### config.mk
export PLATFORM = sky130hd
export DESIGN_NAME = ccd_vtiming_ctrl
export DESIGN_NICKNAME = d
export VERILOG_FILES = /design/src/rtl/ccd_vtiming_pkg.sv /design/src/rtl/ccd_xv_seq.sv /design/src/rtl/ccd_vtiming_ctrl.sv
export SDC_FILE = /design/constraint.sdc
export NUM_CORES = 1
export LEC_CHECK = 0
export ABC_AREA = 1
export CAP_MARGIN = 15
export CORE_ASPECT_RATIO = 0.7
export CORE_MARGIN = 8
export CORE_UTILIZATION = 50
export DETAILED_ROUTE_END_ITERATION = 10
export GPL_ROUTABILITY_DRIVEN = 1
export GPL_TIMING_DRIVEN = 0
export PLACE_DENSITY = 0.76
export SLEW_MARGIN = 10
export SYNTH_ARGS = -nofsm -noshare
export SYNTH_HDL_FRONTEND = slang
export SYNTH_SLANG_ARGS = --single-unit
### constraint.sdc
create_clock -name clk -period 1.7 [get_ports clk]
set_input_delay 0.425 -clock clk [delete_from_list [all_inputs] [get_ports clk]]
set_output_delay 0.425 -clock clk [all_outputs]
set_load 0.03 [all_outputs]
### src/rtl/ccd_vtiming_pkg.sv
// Shared constants for the CXD3400 vertical-timing sequencer: FSM state codes,
// XV idle level and the 4-phase vertical-transfer pattern.
package ccd_vtiming_pkg;

  typedef logic [2:0] state_t;

  localparam state_t ST_IDLE     = 3'd0;
  localparam state_t ST_SG_PRE   = 3'd1;
  localparam state_t ST_SG_PULSE = 3'd2;
  localparam state_t ST_SG_POST  = 3'd3;
  localparam state_t ST_OFD      = 3'd4;
  localparam state_t ST_VSHIFT   = 3'd5;
  localparam state_t ST_DONE     = 3'd6;

  localparam logic [3:0] XV_IDLE = 4'b1100;

  // Entry 0 sits in the LSBs; consecutive entries differ in exactly one bit.
  localparam logic [31:0] XV_TABLE = {4'b0100, 4'b0110, 4'b0010, 4'b0011,
                                      4'b0001, 4'b1001, 4'b1000, 4'b1100};

  function automatic logic [3:0] xv_pattern(input logic [2:0] idx);
    return XV_TABLE[{idx, 2'b00} +: 4];
  endfunction

  function automatic int cnt_width(input int max_val);
    return (max_val > 1) ? $clog2(max_val) : 1;
  endfunction

endpackage

### src/rtl/ccd_xv_seq.sv
// 4-phase XV step generator: walks the 8-entry pattern once per line, holding
// each entry for PHASE_CLKS cycles, for a line count captured at start.
module ccd_xv_seq
  import ccd_vtiming_pkg::*;
#(
  parameter int PHASE_CLKS = 4,
  parameter int LINE_W     = 12
) (
  input  logic              clk,
  input  logic              reset,
  input  logic              start,
  input  logic [LINE_W-1:0] line_num,
  output logic [3:0]        xv,
  output logic              line_done,
  output logic              seq_done
);

  localparam int STEP_W = cnt_width(PHASE_CLKS);
  localparam logic [STEP_W-1:0] STEP_RELOAD = STEP_W'(PHASE_CLKS - 1);

  logic              active;
  logic [2:0]        phase;
  logic [STEP_W-1:0] step;
  logic [LINE_W-1:0] lines;
  logic              step_end;

  assign step_end  = active && (step == '0);
  assign line_done = step_end && (phase == 3'd7);
  assign seq_done  = line_done && (lines == LINE_W'(1));
  assign xv        = active ? xv_pattern(phase) : XV_IDLE;

  always_ff @(posedge clk or posedge reset) begin
    if (reset) begin
      active <= 1'b0;
      phase  <= 3'd0;
      step   <= '0;
      lines  <= '0;
    end else if (start) begin
      // A zero line count never activates, so the pins stay at XV_IDLE.
      active <= (line_num != '0);
      phase  <= 3'd0;
      step   <= STEP_RELOAD;
      lines  <= line_num;
    end else if (step_end) begin
      step  <= STEP_RELOAD;
      phase <= phase + 3'd1;
      if (line_done) begin
        lines <= lines - LINE_W'(1);
        if (seq_done) active <= 1'b0;
      end
    end else if (active) begin
      step <= step - STEP_W'(1);
    end
  end

endmodule

### src/rtl/ccd_vtiming_ctrl.sv
// CXD3400 vertical-driver sequencer: arbitrates readout / shutter / vertical
// shift requests and drives XV[3:0], XSG and OFD from registered outputs.
module ccd_vtiming_ctrl
  import ccd_vtiming_pkg::*;
#(
  parameter int PHASE_CLKS = 4,
  parameter int XSG_GUARD  = 8,
  parameter int XSG_CLKS   = 40,
  parameter int OFD_CLKS   = 20,
  parameter int LINE_W     = 12
) (
  input  logic              clk,
  input  logic              reset,
  input  logic              i_readout_req,
  input  logic              i_ofd_req,
  input  logic              i_vshift_req,
  input  logic [LINE_W-1:0] iv_line_num,
  output logic [3:0]        ov_xv,
  output logic              o_xsg,
  output logic              o_ofd,
  output logic              o_busy,
  output logic              o_done
);

  localparam int TMR_MAX = (XSG_GUARD > XSG_CLKS) ?
                           ((XSG_GUARD > OFD_CLKS) ? XSG_GUARD : OFD_CLKS) :
                           ((XSG_CLKS  > OFD_CLKS) ? XSG_CLKS  : OFD_CLKS);
  localparam int TMR_W = cnt_width(TMR_MAX);

  localparam logic [TMR_W-1:0] GUARD_LD = TMR_W'(XSG_GUARD - 1);
  localparam logic [TMR_W-1:0] XSG_LD   = TMR_W'(XSG_CLKS - 1);
  localparam logic [TMR_W-1:0] OFD_LD   = TMR_W'(OFD_CLKS - 1);

  state_t           state;
  state_t           next_state;
  logic [TMR_W-1:0] tmr;
  logic             tmr_zero;
  logic             seq_start;
  logic [3:0]       seq_xv;
  logic             seq_line_done;
  logic             seq_done;

  logic [3:0]       xv_p1;
  logic             xsg_p1;
  logic             ofd_p1;
  logic             busy_p1;
  logic             done_p1;

  assign tmr_zero  = (tmr == '0);
  assign seq_start = (state == ST_IDLE) && !i_readout_req && !i_ofd_req && i_vshift_req;

  ccd_xv_seq #(
    .PHASE_CLKS (PHASE_CLKS),
    .LINE_W     (LINE_W)
  ) u_xv_seq (
    .clk       (clk),
    .reset     (reset),
    .start     (seq_start),
    .line_num  (iv_line_num),
    .xv        (seq_xv),
    .line_done (seq_line_done),
    .seq_done  (seq_done)
  );

  always_comb begin
    next_state = state;
    case (state)
      ST_IDLE: begin
        if (i_readout_req)     next_state = ST_SG_PRE;
        else if (i_ofd_req)    next_state = ST_OFD;
        else if (i_vshift_req) next_state = (iv_line_num == '0) ? ST_DONE : ST_VSHIFT;
      end
      ST_SG_PRE:   if (tmr_zero) next_state = ST_SG_PULSE;
      ST_SG_PULSE: if (tmr_zero) next_state = ST_SG_POST;
      ST_SG_POST:  if (tmr_zero) next_state = ST_DONE;
      ST_OFD:      if (tmr_zero) next_state = ST_DONE;
      ST_VSHIFT:   if (seq_done) next_state = ST_DONE;
      ST_DONE:     next_state = ST_IDLE;
      default:     next_state = ST_IDLE;
    endcase
  end

  // Stage p0: state register and dwell timer, loaded on every state entry.
  always_ff @(posedge clk or posedge reset) begin
    if (reset) begin
      state <= ST_IDLE;
      tmr   <= '0;
    end else begin
      state <= next_state;
      if (next_state != state) begin
        case (next_state)
          ST_SG_PRE,
          ST_SG_POST:  tmr <= GUARD_LD;
          ST_SG_PULSE: tmr <= XSG_LD;
          ST_OFD:      tmr <= OFD_LD;
          default:     tmr <= '0;
        endcase
      end else if (!tmr_zero) begin
        tmr <= tmr - TMR_W'(1);
      end
    end
  end

  // Stage p1: pin registers decoded from the current state, one cycle behind it.
  always_ff @(posedge clk or posedge reset) begin
    if (reset) begin
      xv_p1   <= XV_IDLE;
      xsg_p1  <= 1'b1;
      ofd_p1  <= 1'b1;
      busy_p1 <= 1'b0;
      done_p1 <= 1'b0;
    end else begin
      xv_p1   <= (state == ST_VSHIFT) ? seq_xv : XV_IDLE;
      xsg_p1  <= (state != ST_SG_PULSE);
      ofd_p1  <= (state != ST_OFD);
      busy_p1 <= (state != ST_IDLE) || (next_state != ST_IDLE);
      done_p1 <= (state == ST_DONE);
    end
  end

  assign ov_xv  = xv_p1;
  assign o_xsg  = xsg_p1;
  assign o_ofd  = ofd_p1;
  assign o_busy = busy_p1;
  assign o_done = done_p1;

  // The shift may only finish on the last step of a line.
  assert property (@(posedge clk) disable iff (reset) seq_done |-> seq_line_done);

endmodule
==> results.json <==
{
  "outcome": "finished with violations",
  "violations": "setup timing",
  "synth_top_area_share_pct": 37.26,
  "worstHoldEndpoint": "u_xv_seq.lines[6]",
  "cp.required_ns": 1.85,
  "drcViolationCount": 0,
  "grt_usage_pct": 15.86,
  "routed_wl_um": 6371,
  "gp_congestion": 0.8768,
  "grt_pass1_vias": 1764,
  "synth_ff_type": "dfrtp_1",
  "hp-class": "input pin to flop",
  "post-place-cells": 334,
  "leakagePower_nw": 1.398,
  "io_buffers": 24,
  "cp-start-kind": "flop",
  "cp_max_fo": 5,
  "min-delay-start": "iv_line_num[6]",
  "timing.final.max_slew_violations": 0,
  "syn-cell-area_um2": 2082,
  "setup_viol": 13,
  "nets": 345,
  "grt_pass1_wl_um": 8369,
  "synth_compound_area_share_pct": 10.46,
  "synth.most_common_cell": "nand2_1",
  "crit-reg2reg-capture": "u_xv_seq.lines[11]",
  "die_w_um": 93.13,
  "dieArea_um2": 6518,
  "cts_made_buffers": 5,
  "ys_seq_elements": 35,
  "drt-pass1-iter-count": 5,
  "routed_via_density": 5.469,
  "setup_ws_ns": -0.2247,
  "die_h_um": 69.99,
  "antennaDiodeCount": 0,
  "globalRouteOverflowTotal": 0,
  "hold_viol_final": 0,
  "relSlewSlack_pct": 49.63,
  "drv_cap": 0,
  "dpl.hpwl_um": 3447,
  "start_util_pct": 52.44,
  "fillers": 249,
  "synth_xor_area_share_pct": 3.786,
  "dp_worst_setup_slack_ns": -0.4455,
  "grt_max_degree": 36,
  "ys_async_sr_fraction_pct": 100.0,
  "synth-simple-area-share_pct": 31.67,
  "synthCells": 258,
  "clock_sinks": 35,
  "cts_tree": "yes",
  "drive_gt1_share_pct": 40.19,
  "synth_edf_count": 0,
  "final_util_pct": 77.72,
  "critical_path_arrival_ns": 2.07,
  "core-area_um2": 3970,
  "antenna_found_initial": 0,
  "ant_nets": 0,
  "syn_area_per_cell_um2": 8.070,
  "htreeDepth": 2,
  "worst_slew_pin_slew_ns": 0.7545,
  "clk_pin_slew_ns": 0.08,
  "r2r_setup_slack_ns": -0.22,
  "cts_buffer_depth": 2,
  "ys_warn_count": 0,
  "place_area_um2": 2404,
  "area_delta_synth_final_pct": 48.20,
  "criticalPathCategory": "flop to flop",
  "min_path_cells": 3,
  "period_minus_slack_ns": 1.925,
  "r2r-start": "u_xv_seq.lines[4]",
  "fin_area_um2": 3085,
  "p_per_area_nw_per_um2": 1831,
  "power_mw": 5.648,
  "num_rows": 19,
  "instances_no_fill": 373,
  "clock_latency_ns": 0.30,
  "post_drt_wl_per_cell_um": 17.08,
  "fin_crit_sh_pct": 113.2,
  "reg2reg_depth": 6,
  "synth_seq_area_share_pct": 42.31,
  "fmax_mhz": 519.6,
  "synthTopCellsByCount": "nand2_1 (63), dfrtp_1 (31), inv_1 (28)",
  "drt_iter0_markers": 126,
  "synth_top_cell_by_area": "dfrtp_1",
  "vias": 2040,
  "endpoint_kind": "flop",
  "cts_root_buffer": "clkbuf_8",
  "synth.distinct_cells": 32,
  "ios": 25,
  "finalClockSkew_ns": 0.01461,
  "synth_area_leaders": "dfrtp_1 (37%), nand2_1 (11%), dfstp_2 (5.0%)",
  "yosys-mux-area-fraction_pct": 0,
  "synth_fp_nets": 283,
  "synth_fa_ha_area_share_pct": 4.808,
  "rsz0062_at_grt": "yes",
  "synth_top_family_by_area": "simple AND/OR/NAND/NOR gates",
  "max-vdd-ir-drop_uv": 1677
}
[metal layers]
metal | vias up | share of wire, % | GRT usage, %
met4 | 0 | 1.6 | 4.804
met1 | 976 | 43 | 23.00
met2 | 76 | 50 | 22.31
met5 | - | 0 | 0
met3 | 13 | 5.3 | 3.842
li1 | 975 | - | -
[worst max-delay path, cell delays in order (launching register included)]
cell,delay (ns)
dfrtp_1,0.48
nor2_2,0.18
nand4_1,0.32
nor2_2,0.26
nand3_1,0.20
o21ai_1,0.20
o221ai_1,0.14
[stage by stage]
stage	TNS [ns]	hold WS, ns
after floorplan	-0.04553	0.4468
after global placement	-17.01	0.4720
after CTS	-0.2901	0.4848
after global routing	-2.872	0.4284
final	-1.370	0.3923
after detailed placement	-7.187	0.4704
[registers in the layout, indices dropped and copies added (netlist names)]
register and count:
o_busy 1, o_done 1, o_ofd 1, o_xsg 1, ov_xv 4, state 3, tmr 6, u_xv_seq.active 1
u_xv_seq.lines 12, u_xv_seq.phase 3, u_xv_seq.step 2
[where the power goes]
part / switching (mW) / internal, mW
Sequential: 0.344 / 1.20
Combinational: 1.99 / 1.48
Clock: 0.308 / 0.327
[kinds of logic (layout without fill, tap and decap cells)]
family,Yosys count,count (layout)
DFF,35,35
buffers and inverters,37,100
adders and majority gates,8,8
xor gates and xnor gates,9,9
AOI/OAI and AO/OA,33,33
and+or+nand+nor,136,136
[timing repair]
item                                    in CTS  in global routing
resized for setup                           32                 69
pin swaps                                   12                 30
setup buffers                                7                 23
hold buffers                                 0                  0
gates cloned                                 0                  2
endpoints found under the setup margin      27                 23
[cell type report]
class	count	area, um^2	share of cell area, %
timing repair buffer	55	529.3	17.15
buffer	3	33.78	1.095
inverter	34	140.1	4.542
clock buffer	7	86.33	2.798
multi-input combinational	186	1341	43.47
sequential	35	884.6	28.67
tap	52	65.06	2.109
clock inverter	1	5.005	0.1622
[worst max path at each step]
| stage | start | to | cells past startpoint |
|---|---|---|---|
| floorplan | u_xv_seq.phase[0] | tmr[2] | 14 |
| global placement | i_vshift_req | tmr[2] | 13 |
| detailed placement | i_vshift_req | tmr[2] | 13 |
| CTS | u_xv_seq.phase[1] | tmr[1] | 14 |
| global route | u_xv_seq.lines[8] | tmr[1] | 14 |
| finish | u_xv_seq.lines[4] | u_xv_seq.lines[11] | 6 |
[placed cells by master, fill, tap and decap left out, drive strengths merged, types with 6 or more instances in the layout]
cell type / count
nand2: 71
inv: 34
buf: 33
nor2: 33
dfrtp: 31
nand3: 18
clkdlybuf4s50: 12
o21ai: 11
o211ai: 8
clkbuf: 8
ha: 8
dlygate4sd2: 7
nor3: 6
No activity file was read; power rests on OpenSTA's default activity.
